File: src/rtl/ahb_mtx_decoder_param.sv
// rtl/ahb_mtx_decoder_param.sv - AHB matrix input-stage address decoder with remap window and default slave
module ahb_mtx_decoder_param #(
    parameter int                      NUM_PORTS   = 4,
    parameter int                      DATA_W      = 32,
    parameter int                      RUSER_W     = 4,
    parameter logic [32*NUM_PORTS-1:0] REGION_BASE = {32'hE0000000, 32'h40000000, 32'h20000000, 32'h00000000},
    parameter logic [32*NUM_PORTS-1:0] REGION_MASK = {32'hF0000000, 32'hE0000000, 32'hE0000000, 32'hFFFC0000},
    parameter logic [31:0]             REMAP_BASE  = 32'h00040000,
    parameter logic [31:0]             REMAP_MASK  = 32'hFFFC0000,
    parameter int                      REMAP_PORT  = 3,
    parameter int                      ERRCNT_W    = 8
) (
    input  logic                         HCLK,
    input  logic                         HRESET,
    input  logic                         remapping_dec,
    input  logic                         HREADYS,
    input  logic                         sel_dec,
    input  logic [21:0]                  decode_addr_dec,
    input  logic [1:0]                   trans_dec,
    input  logic [NUM_PORTS-1:0]         active_dec_in,
    input  logic [NUM_PORTS-1:0]         readyout_dec,
    input  logic [2*NUM_PORTS-1:0]       resp_dec,
    input  logic [DATA_W*NUM_PORTS-1:0]  rdata_dec,
    input  logic [RUSER_W*NUM_PORTS-1:0] ruser_dec,
    output logic [NUM_PORTS-1:0]         sel_out,
    output logic                         active_dec,
    output logic                         HREADYOUTS,
    output logic [1:0]                   HRESPS,
    output logic [DATA_W-1:0]            HRDATAS,
    output logic [RUSER_W-1:0]           HRUSERS,
    output logic [ERRCNT_W-1:0]          err_count,
    output logic [21:0]                  err_addr
);

    // Port index wide enough to also encode the default slave (index NUM_PORTS)
    localparam int            PW     = $clog2(NUM_PORTS + 1);
    localparam logic [PW-1:0] DS_IDX = PW'(NUM_PORTS);

    typedef enum logic [1:0] {
        DS_OK   = 2'b00,
        DS_ERR1 = 2'b01,
        DS_ERR2 = 2'b10
    } ds_state_t;

    logic [PW-1:0]       data_port_q, data_port_d;
    logic [PW-1:0]       addr_port;
    logic [PW-1:0]       match_port;
    logic                match_found;
    logic                remap_hit;
    ds_state_t           ds_state_q, ds_state_d;
    logic                ds_ready_q, ds_ready_d;
    logic [1:0]          ds_resp_q, ds_resp_d;
    logic                ds_accept;
    logic                err_inc;
    logic [ERRCNT_W-1:0] err_count_q, err_count_d;
    logic [21:0]         err_addr_q, err_addr_d;

    // Region match (lowest index wins), remap override, and IDLE hold on the data-phase port
    always_comb begin
        match_port  = DS_IDX;
        match_found = 1'b0;
        for (int i = 0; i < NUM_PORTS; i++) begin
            if (!match_found &&
                ((decode_addr_dec & REGION_MASK[32*i+10 +: 22]) ==
                 (REGION_BASE[32*i+10 +: 22] & REGION_MASK[32*i+10 +: 22]))) begin
                match_port  = PW'(i);
                match_found = 1'b1;
            end
        end
        remap_hit = remapping_dec &&
                    ((decode_addr_dec & REMAP_MASK[31:10]) == (REMAP_BASE[31:10] & REMAP_MASK[31:10]));
        if (trans_dec == 2'b00) begin
            addr_port = data_port_q;
        end else if (remap_hit) begin
            addr_port = PW'(REMAP_PORT);
        end else begin
            addr_port = match_port;
        end
    end

    // One-hot output select and active of the addressed port; the default slave is always active
    always_comb begin
        sel_out    = '0;
        active_dec = 1'b1;
        for (int i = 0; i < NUM_PORTS; i++) begin
            if (addr_port == PW'(i)) begin
                sel_out[i] = sel_dec;
                active_dec = active_dec_in[i];
            end
        end
    end

    // Data-phase port follows the address phase whenever the input stage is ready
    always_comb begin
        data_port_d = HREADYS ? addr_port : data_port_q;
    end

    // Default slave next state: two-cycle ERROR for every accepted unmapped NONSEQ/SEQ
    always_comb begin
        ds_accept  = sel_dec && (addr_port == DS_IDX) && HREADYS && trans_dec[1];
        ds_state_d = ds_state_q;
        case (ds_state_q)
            DS_OK:   if (ds_accept) ds_state_d = DS_ERR1;
            DS_ERR1: ds_state_d = DS_ERR2;
            DS_ERR2: begin
                if (ds_accept)    ds_state_d = DS_ERR1;
                else if (HREADYS) ds_state_d = DS_OK;
            end
            default: ds_state_d = DS_OK;
        endcase
        ds_ready_d = (ds_state_d != DS_ERR1);
        ds_resp_d  = (ds_state_d == DS_OK) ? 2'b00 : 2'b01;
    end

    // Saturating unmapped-access counter and last unmapped address, both updated on entry to DS_ERR1
    always_comb begin
        err_inc     = (ds_state_d == DS_ERR1) && (ds_state_q != DS_ERR1);
        err_count_d = err_count_q;
        err_addr_d  = err_addr_q;
        if (err_inc) begin
            err_addr_d = decode_addr_dec;
            if (err_count_q != {ERRCNT_W{1'b1}}) begin
                err_count_d = err_count_q + ERRCNT_W'(1);
            end
        end
    end

    // State registers, including the registered default-slave ready/response
    always_ff @(posedge HCLK) begin
        if (HRESET) begin
            data_port_q <= DS_IDX;
            ds_state_q  <= DS_OK;
            ds_ready_q  <= 1'b1;
            ds_resp_q   <= 2'b00;
            err_count_q <= '0;
            err_addr_q  <= '0;
        end else begin
            data_port_q <= data_port_d;
            ds_state_q  <= ds_state_d;
            ds_ready_q  <= ds_ready_d;
            ds_resp_q   <= ds_resp_d;
            err_count_q <= err_count_d;
            err_addr_q  <= err_addr_d;
        end
    end

    // Zero-latency data-phase return mux; the default slave returns zero data and user bits
    always_comb begin
        HREADYOUTS = ds_ready_q;
        HRESPS     = ds_resp_q;
        HRDATAS    = '0;
        HRUSERS    = '0;
        for (int i = 0; i < NUM_PORTS; i++) begin
            if (data_port_q == PW'(i)) begin
                HREADYOUTS = readyout_dec[i];
                HRESPS     = resp_dec[2*i +: 2];
                HRDATAS    = rdata_dec[DATA_W*i +: DATA_W];
                HRUSERS    = ruser_dec[RUSER_W*i +: RUSER_W];
            end
        end
    end

    assign err_count = err_count_q;
    assign err_addr  = err_addr_q;

endmodule

File: config.mk
export PLATFORM = sky130hd
export DESIGN_NAME = ahb_mtx_decoder_param
export DESIGN_NICKNAME = d
export VERILOG_FILES = /design/src/rtl/ahb_mtx_decoder_param.sv
export SDC_FILE = /design/constraint.sdc
export NUM_CORES = 1
export LEC_CHECK = 0
export BUFFER_PORTS_ARGS = -buffer_cell sky130_fd_sc_hd__buf_2
export CELL_PAD_IN_SITES_DETAIL_PLACEMENT = 1
export CELL_PAD_IN_SITES_GLOBAL_PLACEMENT = 1
export CORE_MARGIN = 1
export CORE_UTILIZATION = 23
export DETAILED_ROUTE_END_ITERATION = 8
export PLACE_DENSITY_LB_ADDON = 0.1
export SLEW_MARGIN = 10
export SYNTH_ARGS = -nofsm -noshare
export SYNTH_HDL_FRONTEND = slang
export SYNTH_SLANG_ARGS = --single-unit
File: constraint.sdc
create_clock -name HCLK -period 1.6 [get_ports HCLK]
set_input_delay 0.16 -clock HCLK [delete_from_list [all_inputs] [get_ports HCLK]]
set_output_delay 0.16 -clock HCLK [all_outputs]
set_load 0.005 [all_outputs]
==> results of run 1 <==
-- cell type report --
type | count | area, um^2
clock inverters | 1 | 8.758
fillers | 1476 | 6736
repair buffers | 320 | 1921
flip-flops and latches | 37 | 744.5
well taps | 168 | 210.2
clock buffers | 7 | 152.6
multi-input cells | 233 | 2266
inverters | 4 | 15.01
diodes | 3 | 7.507
-- cells in the mapped netlist, types with 3 or more instances --
master     n
a21oi_1   34
buf_2      8
clkbuf_1  14
dfxtp_1   37
inv_1      4
mux2_2     4
mux2i_1    3
mux4_2    39
nand2_1   54
nand3_1    4
nor2_1     9
nor2b_1   39
nor3_1     8
nor4_1     3
o21ai_0    3
o31ai_1    4
or4_1      3
-- worst min-delay path, delay by kind of cell --
| family | cells | cell delay [ns] |
|---|---|---|
| buffers and inverters | 1 | 0.09 |
| AOI/OAI and AO/OA | 1 | 0.05 |
| and+or+nand+nor | 1 | 0.04 |
-- routing by layer --
| layer | GRT usage [%] | vias to the layer above | routed length, um |
|---|---|---|---|
| met5 | 0 | - | 0 |
| met4 | 7.719 | 0 | 230 |
| met3 | 3.374 | 15 | 755 |
| met2 | 41.39 | 140 | 8009 |
| met1 | 19.77 | 1786 | 4741 |
| li1 | - | 1722 | - |
-- worst min path at each step --
stage	startpoint	endpoint	slack, ns	cells after the start
6_report	decode_addr_dec[3]	err_addr[3]$_SDFFE_PP0P_	0.12	3
3_5_place_dp	decode_addr_dec[3]	err_addr[3]$_SDFFE_PP0P_	0.41	3
4_1_cts	decode_addr_dec[2]	err_addr[2]$_SDFFE_PP0P_	0.11	3
2_1_floorplan	decode_addr_dec[0]	err_addr[0]$_SDFFE_PP0P_	0.30	2
5_1_grt	decode_addr_dec[3]	err_addr[3]$_SDFFE_PP0P_	0.12	3
3_3_place_gp	decode_addr_dec[6]	err_addr[6]$_SDFFE_PP0P_	0.40	3
-- state kept, by name, indices dropped and copies added, names as in the netlist --
| name | count |
|---|---|
| ds_ready_q | 1 |
| ds_state_q | 2 |
| ds_resp_q | 1 |
| err_addr | 22 |
| err_count | 8 |
| data_port_q | 3 |
-- what timing repair did --
action / 4_1_cts / 5_1_grt
resized for setup: 28 / 58
setup buffers: 8 / 6
pin swaps: 12 / 37
gates cloned: 1 / 2
endpoints found under the setup margin: 72 / 74
-- logic make-up (layout without fill, tap and decap cells) --
logic type	count (synthesis)	in the layout	synth area share, %
AND/OR/NAND/NOR	136	136	24.88
AO/OA/AOI/OAI	50	50	10.97
multiplexers	46	46	33.44
flip-flops	37	37	25.98
buffers and inverters	29	332	4.300
adder cells (fa/ha/maj)	1	1	0.4387
other	0	3	0
-- power groups by stage --
stage / Clock [mW] / Sequential [mW] / Combinational [mW]
CTS: 1.09 / 0.959 / 0.932
finish: 1.07 / 0.963 / 0.966
global route: 1.14 / 0.965 / 1.05
global placement: 0 / 0.978 / 0.857
floorplan: 0 / 0.976 / 0.414
detailed placement: 0 / 0.979 / 0.884
==> results.toml, run 1 <==
[place]
dp_cells = 748
pre_cts_slack_ns = -0.4037
gp_congestion = 0.8643
port_buffers = 262
dp_hpwl_um = 10900
post_dp_cell_area_um2 = 4674

[drt]
drt_iter0_drc = 81
viasPerCell = 4.739
drtAntennaViolNets = 0
avgRoutedWirePerCell_um = 17.77
via_count = 3663
drt_wl_total_um = 13740
drt-pass1-iter-count = 4
drc = 0

[pwr]
p_sw_share_pct = 26.78
p_total_mw = 3.000
power_density_nw_per_um2 = 563.4
internal_power_mw = 2.197
vdd_drop_max_mv = 0.4238
p_leak_nw = 2.434
seqPwrFrac_pct = 32.1
power.share.clock_pct = 35.7
pwr-share-comb_pct = 32.2
p_sw_mw = 0.8034

[sta]
fin_crit_sh_pct = 123.0
rsz0062_at_grt = "true"
hold_viol = 0
worstMarginPinSlew_ns = 0.5503
maxSlewViolCount = 0
fin_skew_ns = 0.004731
setup_tns_ns = -10.52
finalSetupViolations = 47
layout_setup_ws_ns = -0.3683
max_freq_mhz = 508.0
worst_hold_slack_ns = 0.1159
fin_crit_ns = 1.968
maxSlewHeadroom_pct = 63.32

[critical_path]
rr_worst_depth = 5
rr_startpoint = "ds_state_q[0]$_SDFF_PP0_"
crit_type = "register to primary output"
cp.required_ns = 1.44
worstSetupEndpoint = "active_dec"
crit_slowest_cell = "or3_4"
path_depth = 5
critPathTopFamily = "simple AND/OR/NAND/NOR gates"
crit_arrival_ns = 1.81
path_max_fanout = 3
worstReg2RegEnd = "err_count[3]$_SDFFE_PP0P_"
max_stage_delay_ns = 0.35
reg2reg_slack_ns = -0.06
critPathLaunchType = "register"
worst-path-buf-inv = 1
worstSetupStartpoint = "data_port_q[0]$_SDFFE_PP0P_"
path_cells = "or3_4 -> mux2_4 -> a211oi_2 -> o221ai_1 -> buf_2"
cp-end-kind = "primary output"

[finish]
final_nets = 791
drive_gt1_share_pct = 71.10
post-route-util_pct = 44.15
layout_common_cells = "buf_2 (260), buf_4 (41), mux4_2 (39), nor2b_1 (39), nand2_1 (39)"
instances_no_fill = 773
final_common_cell = "buf_2"
area_growth_pct = 86.75
final_cell_area_um2 = 5325

[synthesis]
synth_ff_type = "dfxtp_1"
async_flop_share_pct = 0
syn_area_um2 = 2851
synth_nets = 489
synth_top_cell_area_share_pct = 30.80
yosysWarnings = 0
synth_top_cell_by_area = "mux4_2"
synth.avg_cell_area_um2 = 9.537
syn_inst = 299
synth_cell_type_count = 38
synth-seq-cells = 37
synth_sequential_area_ratio_pct = 25.98
ys_top_cells_by_area = "mux4_2 (31%), dfxtp_1 (26%), nor2b_1 (8.6%)"
synth_edf_count = 0

[floorplanning]
core_um2 = 12060
design.die.area_um2 = 12850
ioPinCount = 263
die_y_um = 113.3
placementRows = 40
start_util_pct = 23.64
die_w_um = 113.3

[cts]
cts_buffers = 5
cts_hold_buffers = 0
clock-sinks = 37
clkLatencyLatePin_ns = 0.28
cts_root_buffer = "clkbuf_16"
path_clk_slew_ns = 0.06
ctsLongestPathBuffers = 2
cts_tree = "done"
htreeDepth = 2

[grt]
overflow = 0
antenna_found_initial = 3
grt_pass1_wl_um = 19950
grt_max_degree = 25
grt_util_all_layers_pct = 20.17
grt_pass1_vias = 3853

[status]
status = "finished with violations"
failed_checks = "setup timing"

[hold_path]
hold_path_class = "primary input to register"

[run]
cap_violations = 0
Note: power is estimated with default switching activity, not from simulation.
==> run 2, diff against run 1 <==
--- a/config.mk
+++ b/config.mk
@@ -5,7 +5,7 @@
 export SDC_FILE = /design/constraint.sdc
 export NUM_CORES = 1
 export LEC_CHECK = 0
-export BUFFER_PORTS_ARGS = -buffer_cell sky130_fd_sc_hd__buf_2
+export BUFFER_PORTS_ARGS = -buffer_cell sky130_fd_sc_hd__buf_4
 export CELL_PAD_IN_SITES_DETAIL_PLACEMENT = 1
 export CELL_PAD_IN_SITES_GLOBAL_PLACEMENT = 1
 export CORE_MARGIN = 1
==> results.toml, run 2 (synthesized netlist as in run 1, its figures left out) <==
[drt]
drt_iter0_drc = 107
drt_wl_total_um = 14070
drt-pass1-iter-count = 4
viasPerCell = 4.738
via_count = 3629
drc = 0
avgRoutedWirePerCell_um = 18.37
drtAntennaViolNets = 0

[critical_path]
crit_arrival_ns = 1.81
crit_type = "register to primary output"
path_max_fanout = 3
cp.required_ns = 1.44
critPathLaunchType = "register"
cp-end-kind = "primary output"

[place]
dp_hpwl_um = 11180
dp_cells = 742
gp_congestion = 0.8001
port_buffers = 262

[finish]
instances_no_fill = 766
post-route-util_pct = 49.60
ff_latch_area_um2 = 747.0
fill_cells = 1369
drive_gt1_share_pct = 69.73
final_common_cell = "buf_4"
multi_input_area_um2 = 2226
layout_common_cells = "buf_4 (288), nand2_1 (45), mux4_2 (39)"
antennaDiodeCount = 0
largest_reg_flops = 22
area_growth_pct = 109.8
final_nets = 787

[floorplanning]
die_y_um = 113.3
design.die.area_um2 = 12850
die_w_um = 113.3
placementRows = 40
core_um2 = 12060
start_util_pct = 23.64
ioPinCount = 263

[grt]
grt_max_degree = 41
grt_util_all_layers_pct = 20.96
overflow = 0
grt_pass1_wl_um = 20820
antenna_found_initial = 0
grt_pass1_vias = 3782

[cts]
path_clk_slew_ns = 0.06
ctsLongestPathBuffers = 2
htreeDepth = 2
clkLatencyLatePin_ns = 0.28
clock-sinks = 37
cts_root_buffer = "clkbuf_16"
cts_hold_buffers = 0
cts_tree = "done"
cts_buffers = 5

[sta]
fin_crit_sh_pct = 123.4
worstMarginPinSlew_ns = 0.4904
setup_tns_ns = -10.65
fin_crit_ns = 1.974
hold_viol = 0
finalSetupViolations = 48
maxSlewHeadroom_pct = 67.31
rsz0062_at_grt = "true"
fin_skew_ns = 0.007804
max_freq_mhz = 506.7
maxSlewViolCount = 0
layout_setup_ws_ns = -0.3736

[hold_path]
hold_path_class = "primary input to register"

[status]
failed_checks = "setup timing"
status = "finished with violations"

[run]
cap_violations = 0

[pwr]
power_density_nw_per_um2 = 533.3
p_leak_nw = 2.599
vdd_drop_max_mv = 0.3970
==> run 2: where the power goes <==
group          switching, mW  internal [mW]  total [mW]
sequential            0.0163          0.944       0.960
clock                  0.399          0.668        1.07
combinational          0.390          0.773        1.16
==> run 2: metal layers <==
layer / track usage, % / up-vias / part of all wire (%)
li1: - / 1708 / -
met1: 22.26 / 1788 / 36
met2: 42.45 / 122 / 57
met3: 3.428 / 11 / 5.2
met4: 4.825 / 0 / 1.2
met5: 0 / - / 0
==> run 2: final timing paths <==
check	to	start	cells after the start	slack, ns
worst max-delay path	active_dec	data_port_q[0]$_SDFFE_PP0P_	5	-0.37
worst min-delay path	err_addr[15]$_SDFFE_PP0P_	decode_addr_dec[15]	3	0.13
worst max register to register	err_count[3]$_SDFFE_PP0P_	ds_state_q[0]$_SDFF_PP0_	5	-0.02
worst min register to register	err_addr[2]$_SDFFE_PP0P_	err_addr[2]$_SDFFE_PP0P_	2	0.46
==> run 2: timing repair <==
item	CTS	global route
endpoints found under the setup margin	58	72
gates resized for setup	36	41
gates cloned	1	3
buffers inserted	9	5
pin swaps	16	33
==> run 2: metrics by stage <==
stage	hold WS, ns	instance area (um^2)	power [mW]	setup slack (ns)
final	0.1270	5982	3.190	-0.3736
after global routing	0.1347	5982	3.339	-0.4317
after CTS	0.1170	5748	3.176	-0.3304
after detailed placement	0.4187	5323	2.037	-0.3541
after global placement	0.4068	5323	2.011	-0.3201
after floorplan	0.2960	2874	1.390	0.003372
==> run 2: critical path, stage by stage (launching register included) <==
cell and delay, ns:
dfxtp_4 0.36, or3_4 0.34, mux2_4 0.31, a211oi_2 0.20, o221ai_1 0.16, buf_4 0.17
==> run 2: cell type report <==
cell class	count	share of cell area [%]
Multi-Input combinational cell	233	37.21
Timing Repair Buffer	316	43.84
Tap cell	168	3.514
Clock buffer	7	2.552
Inverter	4	0.2510
Clock inverter	1	0.1464
Sequential cell	37	12.49
==> run 3, diff against run 2 <==
--- a/config.mk
+++ b/config.mk
@@ -9,7 +9,7 @@
 export CELL_PAD_IN_SITES_DETAIL_PLACEMENT = 1
 export CELL_PAD_IN_SITES_GLOBAL_PLACEMENT = 1
 export CORE_MARGIN = 1
-export CORE_UTILIZATION = 23
+export CORE_UTILIZATION = 25
 export DETAILED_ROUTE_END_ITERATION = 8
 export PLACE_DENSITY_LB_ADDON = 0.1
 export SLEW_MARGIN = 10
==> constraint.sdc (replaced) <==
create_clock -name HCLK -period 2.1 [get_ports HCLK]
set_input_delay 0.21 -clock HCLK [delete_from_list [all_inputs] [get_ports HCLK]]
set_output_delay 0.21 -clock HCLK [all_outputs]
set_load 0.005 [all_outputs]
==> results.toml, run 3 (synthesized netlist as in run 1, its figures left out) <==
[pwr]
power_density_nw_per_um2 = 432.4
vdd_drop_max_mv = 0.4080
p_leak_nw = 2.300

[grt]
grt_util_all_layers_pct = 21.15
grt_pass1_wl_um = 19190
antenna_found_initial = 0
overflow = 0
grt_max_degree = 40
grt_pass1_vias = 3529

[sta]
finalSetupViolations = 0
layout_setup_ws_ns = 0.04416
fin_crit_sh_pct = 97.90
worst_hold_slack_ns = 0.1760
worstMarginPinSlew_ns = 0.4977
maxSlewViolCount = 0
hold_viol = 0
max_freq_mhz = 486.4
fin_crit_ns = 2.056
fin_skew_ns = 0.008048
maxSlewHeadroom_pct = 66.75

[critical_path]
crit_arrival_ns = 1.85
crit_type = "register to primary output"
rr_worst_depth = 6
worstReg2RegEnd = "err_count[5]$_SDFFE_PP0P_"
rr_startpoint = "err_count[0]$_SDFFE_PP0P_"
worstSetupStartpoint = "data_port_q[0]$_SDFFE_PP0P_"
worstSetupEndpoint = "active_dec"
cp.required_ns = 1.89
cp-end-kind = "primary output"
critPathLaunchType = "register"
path_max_fanout = 3
reg2reg_slack_ns = 0.31

[finish]
layout_common_cells = "buf_4 (272), nand2_1 (54), mux4_2 (39), nor2b_1 (39), dfxtp_1 (35)"
final_common_cell = "buf_4"
final_nets = 749
multi_input_area_um2 = 2017
instances_no_fill = 700
largest_reg_flops = 22
drive_gt1_share_pct = 60.71
antennaDiodeCount = 0
final_cell_area_um2 = 5246
fill_cells = 1309
ff_latch_area_um2 = 745.7
area_growth_pct = 83.98

[cts]
clkLatencyLatePin_ns = 0.28
cts_hold_buffers = 0
cts_setup_buffers = 0
path_clk_slew_ns = 0.06
cts_buffers = 5
htreeDepth = 2
cts_root_buffer = "clkbuf_16"
ctsLongestPathBuffers = 2
cts_tree = "done"
clock-sinks = 37

[drt]
drt_wl_total_um = 13200
drt_iter0_drc = 82
drt-pass1-iter-count = 4
drtAntennaViolNets = 0
avgRoutedWirePerCell_um = 18.85
viasPerCell = 4.987
via_count = 3491
drc = 0

[run]
cap_violations = 0

[floorplanning]
die_w_um = 108.8
design.die.area_um2 = 11840
ioPinCount = 263
die_y_um = 108.8
start_util_pct = 25.96
placementRows = 38
core_um2 = 10980

[place]
post_dp_cell_area_um2 = 5026
gp_congestion = 0.7951
pre_cts_slack_ns = -0.01258
dp_hpwl_um = 10580
dp_cells = 691
port_buffers = 262

[hold_path]
hold_path_class = "primary input to register"

[status]
status = "completed"
run 3: cell type report:
class                      instances  area share, %
timing repair buffer             278          40.81
multi-input combinational        233          38.44
sequential                        37          14.21
tap                              140          3.339
clock buffer                       6          2.647
inverter                           4         0.2862
clock inverter                     2         0.2623
run 3: worst min-delay path by stage:
stage | slack (ns) | to | startpoint | cells past startpoint
after global routing | 0.19 | err_addr[6]$_SDFFE_PP0P_ | decode_addr_dec[6] | 3
final | 0.18 | err_addr[3]$_SDFFE_PP0P_ | decode_addr_dec[3] | 3
after global placement | 0.44 | err_addr[7]$_SDFFE_PP0P_ | err_addr[7]$_SDFFE_PP0P_ | 2
after floorplan | 0.35 | err_addr[0]$_SDFFE_PP0P_ | decode_addr_dec[0] | 2
after CTS | 0.17 | err_addr[7]$_SDFFE_PP0P_ | decode_addr_dec[7] | 3
after detailed placement | 0.45 | err_addr[6]$_SDFFE_PP0P_ | err_addr[6]$_SDFFE_PP0P_ | 2
run 3: power by group:
group / total (mW) / internal [mW] / switching [mW] / leakage (nW)
clock: 0.769 / 0.472 / 0.297 / 0.0768
combinational: 0.768 / 0.505 / 0.263 / 1.92
sequential: 0.731 / 0.719 / 0.0124 / 0.301
total: 2.27 / 1.70 / 0.572 / 2.30
run 3: what timing repair did:
action | CTS | global route
pin swaps | 0 | 2
resized for setup | 3 | 7
endpoints found under the hold margin | 0 | 0
gates cloned | 0 | 1
endpoints found under the setup margin | 8 | 15
run 3: metal layers:
layer / GRT usage, % / wire length (um)
met4: 9.073 / 439
met3: 4.901 / 958
met2: 39.78 / 7111
met1: 22.35 / 4688
met5: 0 / 0
run 3: per-stage QoR:
stage,power (mW),TNS [ns],util [%]
after CTS,2.277,0,47.25
after detailed placement,1.502,-0.01258,45.76
after global placement,1.487,0,45.76
final,2.268,0,47.77
after floorplan,1.055,0,-
after global routing,2.383,-0.01573,47.77
run 3: worst max-delay path: stages (launching register included):
cell	delay [ns]
dfxtp_4	0.37
or3_4	0.35
mux2_2	0.29
a211oi_2	0.24
o221ai_1	0.16
buf_4	0.17
